===== src/rtl/regfile_mp.sv =====
// Multi-port integer register file with optional write-to-read bypass and a
// per-register busy scoreboard (set at issue, cleared at writeback or flush).
module regfile_mp #(
  parameter int XLEN     = 32,
  parameter int DEPTH    = 32,
  parameter int NRD      = 2,
  parameter int NWR      = 2,
  parameter int BYPASS   = 1,
  parameter int ZERO_REG = 1,
  localparam int AW      = $clog2(DEPTH)
) (
  input  logic                clk,
  input  logic                reset_n,
  input  logic [NRD*AW-1:0]   rd_addr,
  output logic [NRD*XLEN-1:0] rd_data,
  output logic [NRD-1:0]      rd_busy,
  input  logic [NWR-1:0]      wr_en,
  input  logic [NWR*AW-1:0]   wr_addr,
  input  logic [NWR*XLEN-1:0] wr_data,
  input  logic                sb_set_en,
  input  logic [AW-1:0]       sb_set_addr,
  input  logic                sb_flush,
  output logic [AW:0]         busy_cnt
);

  logic [XLEN-1:0] regs_reg  [DEPTH];
  logic [XLEN-1:0] regs_next [DEPTH];
  logic [DEPTH-1:0] busy_reg;
  logic [DEPTH-1:0] busy_next;
  logic [AW:0]      cnt_reg;
  logic [AW:0]      cnt_next;

  logic [AW-1:0]   wa [NWR];
  logic [XLEN-1:0] wd [NWR];

  genvar gi;

  generate
    for (gi = 0; gi < NWR; gi++) begin : g_wr
      assign wa[gi] = wr_addr[gi*AW +: AW];
      assign wd[gi] = wr_data[gi*XLEN +: XLEN];
    end
  endgenerate

  // Ascending port order, so the highest-index enabled port lands last and wins.
  always_comb begin
    for (int r = 0; r < DEPTH; r++) begin
      regs_next[r] = regs_reg[r];
    end
    for (int j = 0; j < NWR; j++) begin
      if (wr_en[j]) begin
        regs_next[wa[j]] = wd[j];
      end
    end
    if (ZERO_REG != 0) begin
      regs_next[0] = '0;
    end
  end

  // Applied weakest-first: writeback clear, then issue set, then flush.
  always_comb begin
    busy_next = busy_reg;
    for (int j = 0; j < NWR; j++) begin
      if (wr_en[j]) begin
        busy_next[wa[j]] = 1'b0;
      end
    end
    if (sb_set_en) begin
      busy_next[sb_set_addr] = 1'b1;
    end
    if (sb_flush) begin
      busy_next = '0;
    end
    if (ZERO_REG != 0) begin
      busy_next[0] = 1'b0;
    end
  end

  always_comb begin
    cnt_next = '0;
    for (int r = 0; r < DEPTH; r++) begin
      cnt_next = cnt_next + {{AW{1'b0}}, busy_next[r]};
    end
  end

  always_ff @(posedge clk or negedge reset_n) begin
    if (!reset_n) begin
      for (int r = 0; r < DEPTH; r++) begin
        regs_reg[r] <= '0;
      end
      busy_reg <= '0;
      cnt_reg  <= '0;
    end else begin
      for (int r = 0; r < DEPTH; r++) begin
        regs_reg[r] <= regs_next[r];
      end
      busy_reg <= busy_next;
      cnt_reg  <= cnt_next;
    end
  end

  assign busy_cnt = cnt_reg;

  generate
    for (gi = 0; gi < NRD; gi++) begin : g_rd
      logic [AW-1:0]   addr;
      logic [XLEN-1:0] word;

      assign addr = rd_addr[gi*AW +: AW];

      // Register 0 is forced to zero last so a bypass hit cannot override it.
      always_comb begin
        word = regs_reg[addr];
        if (BYPASS != 0) begin
          for (int j = 0; j < NWR; j++) begin
            if (wr_en[j] && (wa[j] == addr)) begin
              word = wd[j];
            end
          end
        end
        if ((ZERO_REG != 0) && (addr == '0)) begin
          word = '0;
        end
      end

      assign rd_data[gi*XLEN +: XLEN] = word;
      assign rd_busy[gi]              = busy_reg[addr];
    end
  endgenerate

endmodule


===== config.mk =====
export PLATFORM = sky130hd
export DESIGN_NAME = regfile_mp
export DESIGN_NICKNAME = d
export VERILOG_FILES = /design/src/rtl/regfile_mp.sv
export SDC_FILE = /design/constraint.sdc
export NUM_CORES = 2
export LEC_CHECK = 0
export CORE_ASPECT_RATIO = 1.5
export CORE_MARGIN = 2
export CORE_UTILIZATION = 45
export DETAILED_ROUTE_END_ITERATION = 6
export PLACE_DENSITY = 0.66
export SLEW_MARGIN = 20
export SYNTH_ARGS = -nofsm -noshare
export SYNTH_HDL_FRONTEND = slang
export SYNTH_SLANG_ARGS = --single-unit

===== constraint.sdc =====
create_clock -name clk -period 5 [get_ports clk]
set_input_delay 0.5 -clock clk [delete_from_list [all_inputs] [get_ports clk]]
set_output_delay 0.5 -clock clk [all_outputs]
set_load 0.1 [all_outputs]

Word level (Yosys, flattened, before mapping)
Index checks and enable logic that the tools add are counted.
{"block": "word_totals", "register_bits": 1029, "input_bits": 95, "wordCells": 135}
{"block": "op_classes", "addsub": 30, "n_lt_le_gt_ge": 14, "eq_ne": 4, "mux": 34, "bitwise_logic": 9, "n_reduce_logical": 11}
{"operator": "1024-bit bitwise mux", "n": 2}
{"operator": "1024-bit two-way mux", "n": 1}
{"operator": "992-bit two-way mux", "n": 1}
{"operator": "32-bit two-way mux", "n": 16}
{"operator": "32-bit binary-select mux with 5-bit select", "n": 2}
{"operator": "32-bit demux with 5-bit select", "n": 2}
{"operator": "6-bit by 1-bit adder with 6-bit output", "n": 25}
{"operator": "32-bit bitwise AND", "n": 2}
{"operator": "32-bit NOT", "n": 2}
{"operator": "32-bit bitwise OR", "n": 1}
{"operator": "5-bit by 6-bit less-than comparator with 1-bit output, second input constant", "n": 5}
{"operator": "6-bit greater-or-equal comparator, second input constant", "n": 4}
{"operator": "5-bit NOT with 6-bit output", "n": 4}
{"operator": "5-bit == test", "n": 4}
{"operator": "1-bit demux with 5-bit select", "n": 3}
{"operator": "5-bit by 1-bit greater-or-equal comparator with 1-bit output, second input constant", "n": 3}
{"operator": "6-bit by 1-bit less-than comparator with 1-bit output, second input constant", "n": 2}
{"operator": "1-bit binary-select mux with 5-bit select", "n": 2}
{"operator": "5-bit logical NOT", "n": 2}
{"operator": "1-bit logical AND", "n": 9}
{"operator": "5-bit by 1-bit adder with 6-bit output", "n": 1}
{"operator": "4-bit by 1-bit adder with 5-bit output", "n": 1}
{"operator": "1-bit two-way mux", "n": 5}
{"operator": "3-bit by 1-bit adder with 4-bit output", "n": 1}
{"operator": "other kinds (2)", "n": 2}

Logic depth before layout (Yosys ltp)
{"block": "logic_depth", "depth_word": 42, "mapped_depth": 24}

Worst setup path before layout
No wires, ideal clock.
{"block": "synth_path", "path_type": "input to register", "from": "input wr_addr[0]", "to": "register cnt_reg[4], in the netlist busy_cnt[4]", "setup_time_ps": 123, "arrival_ps": 6021, "setup_slack_ps": -1144, "stages": 22, "cell_sequence": "buf_2 > or3b_1 > clkbuf_1 > nor2_4 > buf_4 > nand3b_1 > a21oi_1 > fa_1 > fa_1 > inv_1 > fa_1 > inv_1 > fa_1 > fa_1 > inv_1 > fa_1 > fa_1 > fa_1 > inv_1 > a21o_1 > a21oi_1 > xnor2_1"}
{"item": "from (decl)", "line_no": "18", "rtl": "input logic [NWR*AW-1:0] wr_addr,"}
{"item": "5-bit by 6-bit less-than comparator with 1-bit output (implied by the code) or 5-bit by 1-bit greater-or-equal comparator with 1-bit output (tied branches)", "line_no": "65", "rtl": "busy_next[wa[j]] = 1'b0;"}
{"item": "1-bit logical AND (implied by the code)", "line_no": "65"}
{"item": "1-bit two-way mux (implied by the code)", "line_no": "65"}
{"item": "1-bit demux with 5-bit select (*)", "line_no": "65"}
{"item": "32-bit NOT (no line) (*)"}
{"item": "32-bit bitwise AND (no line) (*)"}
{"item": "32-bit two-way mux (*)", "line_no": "64", "rtl": "if (wr_en[j]) begin"}
{"item": "32-bit bitwise AND (no line)"}
{"item": "32-bit two-way mux (*)", "line_no": "64"}
{"item": "32-bit bitwise OR (no line)"}
{"item": "32-bit two-way mux (*)", "line_no": "68", "rtl": "if (sb_set_en) begin"}
{"item": "32-bit two-way mux (*)", "line_no": "71", "rtl": "if (sb_flush) begin"}
{"item": "via busy_next[12]", "line_no": "29", "rtl": "logic [DEPTH-1:0] busy_next;"}
{"item": "6-bit by 1-bit adder with 6-bit output (*) (20 in series)", "line_no": "82", "rtl": "cnt_next = cnt_next + {{AW{1'b0}}, busy_next[r]};"}
{"item": "via cnt_next[4]", "line_no": "31", "rtl": "logic [AW:0] cnt_next;"}
{"item": "to (signal assigned)", "line_no": "98", "rtl": "cnt_reg <= cnt_next;"}
{"item": "to (decl)", "line_no": "30", "rtl": "logic [AW:0] cnt_reg;"}
Mark *: on every way through the listed nets, which the timed path passes. The rest lies on a longest branch.

Worst setup path after layout
{"block": "layout_path", "from": "input wr_addr[8]", "to": "register cnt_reg[4], in the netlist busy_cnt[4]"}
{"block": "layout_via", "elab_chain_len": 40}
{"item": "5-bit by 6-bit less-than comparator with 1-bit output (implied by the code) or 5-bit by 1-bit greater-or-equal comparator with 1-bit output (tied branches)", "line_no": "65"}
{"item": "1-bit logical AND (implied by the code)", "line_no": "65"}
{"item": "1-bit two-way mux (implied by the code)", "line_no": "65"}
{"item": "1-bit demux with 5-bit select (*)", "line_no": "65"}
{"item": "32-bit NOT (no line) (*)"}
{"item": "32-bit bitwise AND (no line) (*)"}
{"item": "32-bit two-way mux (*)", "line_no": "64"}
{"item": "32-bit bitwise OR (no line)"}
{"item": "(+2 left out)"}
{"item": "1-bit by 1-bit adder with 2-bit output", "line_no": "82"}
{"item": "2-bit by 1-bit adder with 3-bit output", "line_no": "82"}
{"item": "3-bit by 1-bit adder with 4-bit output", "line_no": "82"}
{"item": "4-bit by 1-bit adder with 5-bit output", "line_no": "82"}
{"item": "5-bit by 1-bit adder with 6-bit output", "line_no": "82"}
{"item": "6-bit by 1-bit adder with 6-bit output (24 in series)", "line_no": "82"}
{"item": "6-bit by 1-bit adder with 6-bit output (*)", "line_no": "82"}
{"item": "via cnt_next[4]", "line_no": "31"}
Marked as above.

==> metrics.yaml <==
antenna_left: 0
dr.pass1.iters: 7
largest_reg_flops: 992
synthXorXnorAreaFrac_pct: 0.302
p_leak_nw: 33.4
htree_levels: 3
wire_per_inst_um: 32.8
cts_tree: "built"
cp.arrival_ps: 5700
synth_warnings: 0
post-route-min-period_ps: 5050
synthFlopType: "dfrtp_1"
fmax_mhz: 198
cts-root-buf: "clkbuf_16"
rsz0062_at_grt: "yes"
initial_utilization_pct: 45.2
p_per_area_nw_per_um2: 389
synthCells: 6829
postSynthAreaPerCell_um2: 9.76
grt_overflow_total: 0
synth-edff-count: 0
synth.distinct_cells: 56
crit_type: "in2reg"
drt_iter0_drc: 8562
crit_path_max_fanout: 6
power.total_mw: 29.3
die_h_um: 475
place_ws_ps: -1410
synth-async-reset-ratio_pct: 100
met1_length_mm: 102
fin_skew_ps: 14.7
wirelength_mm: 285
slew_violations: 0
drc: 1
worstPathRequired_ps: 5650
final_cell_mix: "mux2i_1, dfrtp_1, nor2_1"
finalCritPeriodShare_pct: 101
rows: 173
fillers: 13200
synth_top_family_by_area: "multiplexers"
dieArea_um2: 151000
fin_nets: 6775
fp.dieW_um: 318
cp-start-kind: "primary input"
grt_max_degree: 129
cts_buffers: 102
netlist_area_um2: 66700
topRoutingLayerUsed: "met5"
met2_length_mm: 122
setup_slack_ps: -51.3
tightest_slew_ps: 1250
cap_violations: 0
dpl.hpwl_mm: 164
vdd_ir_drop_max_v: 0.000344
violations: "DRC, setup timing"
dr_total_vias: 58700
core_area_um2: 148000
clk_pin_slew_worst_paths_ps: 70
grt_pass1_wl_mm: 405
maxSlewHeadroom_pct: 16.9
synth_seq_cells: 1029
end_kind: "flop"
syn-num-nets: 6954
gp_congestion: 0.936
port-buffer-count: 166
whs_ps: 284
worstSkewPairLatency_ps: 760
status: "finished with violations"
final_common_cell: "mux2i_1"
grtUsageTotal_pct: 36.7
setup_viol_count_final: 1
clk_path_buf_depth: 3
drive_gt1_share_pct: 16.0
viasPerCell: 6.77
finalHoldViolations: 0
synth-compound-area-share_pct: 14.5
grt_pass1_vias: 57100
min_path_type: "in2reg"
syn2layout_area_growth_pct: 13.2
grt_antenna_before_repair: 16
muxShareOfSynthArea_pct: 31.1
io_pins: 167
yosysSeqAreaShare_pct: 38.6
synth_simple_gate_area_share_pct: 8.76
wl_met3_mm: 35.1
cts_sinks: 1029
synth-adder-area-share_pct: 0.822
stage by stage:
step	cells	cell area [um^2]	utilization [%]	TNS, ps
5_1_grt	8663	75500	51.1	-356
6_report	8670	75500	51.1	-51.3
2_1_floorplan	6829	66800	-	-3470
4_1_cts	8657	75300	51.0	-190
3_5_place_dp	8461	71600	48.5	-7030
3_3_place_gp	8461	71600	48.5	-6770
report_power, final:
group          switching, mW  leakage, nW  internal [mW]
sequential              1.74         12.6           10.5
combinational           4.63         19.1           3.90
clock                   3.67         1.78           4.93
area by class of cell:
class | instances | area [um^2] | share of cell area (%)
Timing Repair Buffer | 564 | 5850 | 7.75
Multi-Input combinational cell | 4912 | 37600 | 49.9
Antenna cell | 10 | 25.0 | 0.0332
Inverter | 41 | 154 | 0.204
Sequential cell | 1029 | 25700 | 34.1
Tap cell | 1925 | 2410 | 3.19
Clock buffer | 146 | 3020 | 4.01
Clock inverter | 43 | 613 | 0.812
routing by layer:
metal  vias up  GRT usage [%]
met5         -              0
met4        12           28.1
met3      1245           11.4
met2      4429           54.5
met1     28700           44.5
li1      24300              -
worst max-delay path, stage by stage:
cell	delay [ps]
buf_2	190
buf_4	160
and3b_2	250
nand2_4	70
nand3b_1	130
a21o_1	220
fa_1	490
fa_1	530
fa_1	520
inv_2	50
fa_2	530
fa_1	410
inv_1	80
fa_1	440
fa_2	390
fa_2	360
inv_2	60
a21o_1	120
a21oi_2	60
xnor2_1	130
Yosys cell counts (all sizes together), types with 4 or more instances:
cell    instances  area, um^2
xnor2          14         123
or3            56         350
buf           338        1850
ha              7        87.6
or3b            5        43.8
a22o           15         131
nor2b          11        68.8
o211ai          6        45.0
nand2b         11        68.8
nand2         615        2310
a32o            9        90.1
o21bai         10        75.1
a21oi         556        2780
nor2          627        2380
a221o          10         100
o21ai         491        2460
xor2            9        78.8
nor3b           9        67.6
o311ai         41         359
a221oi         41         359
o221ai         31         272
fa             23         460
inv            41         154
a21o           20         150
a32oi          26         228
nor3           24         120
or2             7        43.8
mux2           69         777
and3            7        43.8
and3b           7        61.3
o31ai          68         510
mux2i        1507       15100
mux4          215        4840
clkbuf        509        1930
a22oi          51         383
dfrtp        1029       25700
o22ai         263        1650
a31o            9        78.8
nor4            4        31.3
nand3b         27         203
path summary, 6_finish.rpt:
path / slack [ps] / start / depth (start not counted) / to
worst max-delay path: -50 / wr_addr[8] / 20 / busy_cnt[4]
worst min-delay path: 280 / sb_set_addr[4] / 4 / busy_reg[2]
worst max register to register: -40 / busy_reg[14] / 17 / busy_cnt[4]
worst min register to register: 580 / busy_reg[12] / 2 / busy_reg[12]
max in group asynchronous: 3170 / reset_n / 3 / regs_reg[399]
min in group asynchronous: 370 / reset_n / 2 / regs_reg[445]
timing repair:
item / in CTS / in global routing
endpoints found under the setup margin: 6 / 5
endpoints found under the hold margin: 85 / 0
buffers inserted: 6 / 4
resized for setup: 88 / 34
hold buffers: 1 / 0
pin swaps: 34 / 33
logic make-up (layout without fill, tap and decap cells):
logic type               count (synthesis)  in the layout
adder cells (fa/ha/maj)                 30             30
other                                    0             10
multiplexers                          1791           1791
AND/OR/NAND/NOR                       1418           1418
flip-flops                            1029           1029
buffers and inverters                  888            794
XOR/XNOR                                23             23
AO/OA/AOI/OAI                         1650           1650
Power figures use the tool's default switching activity.
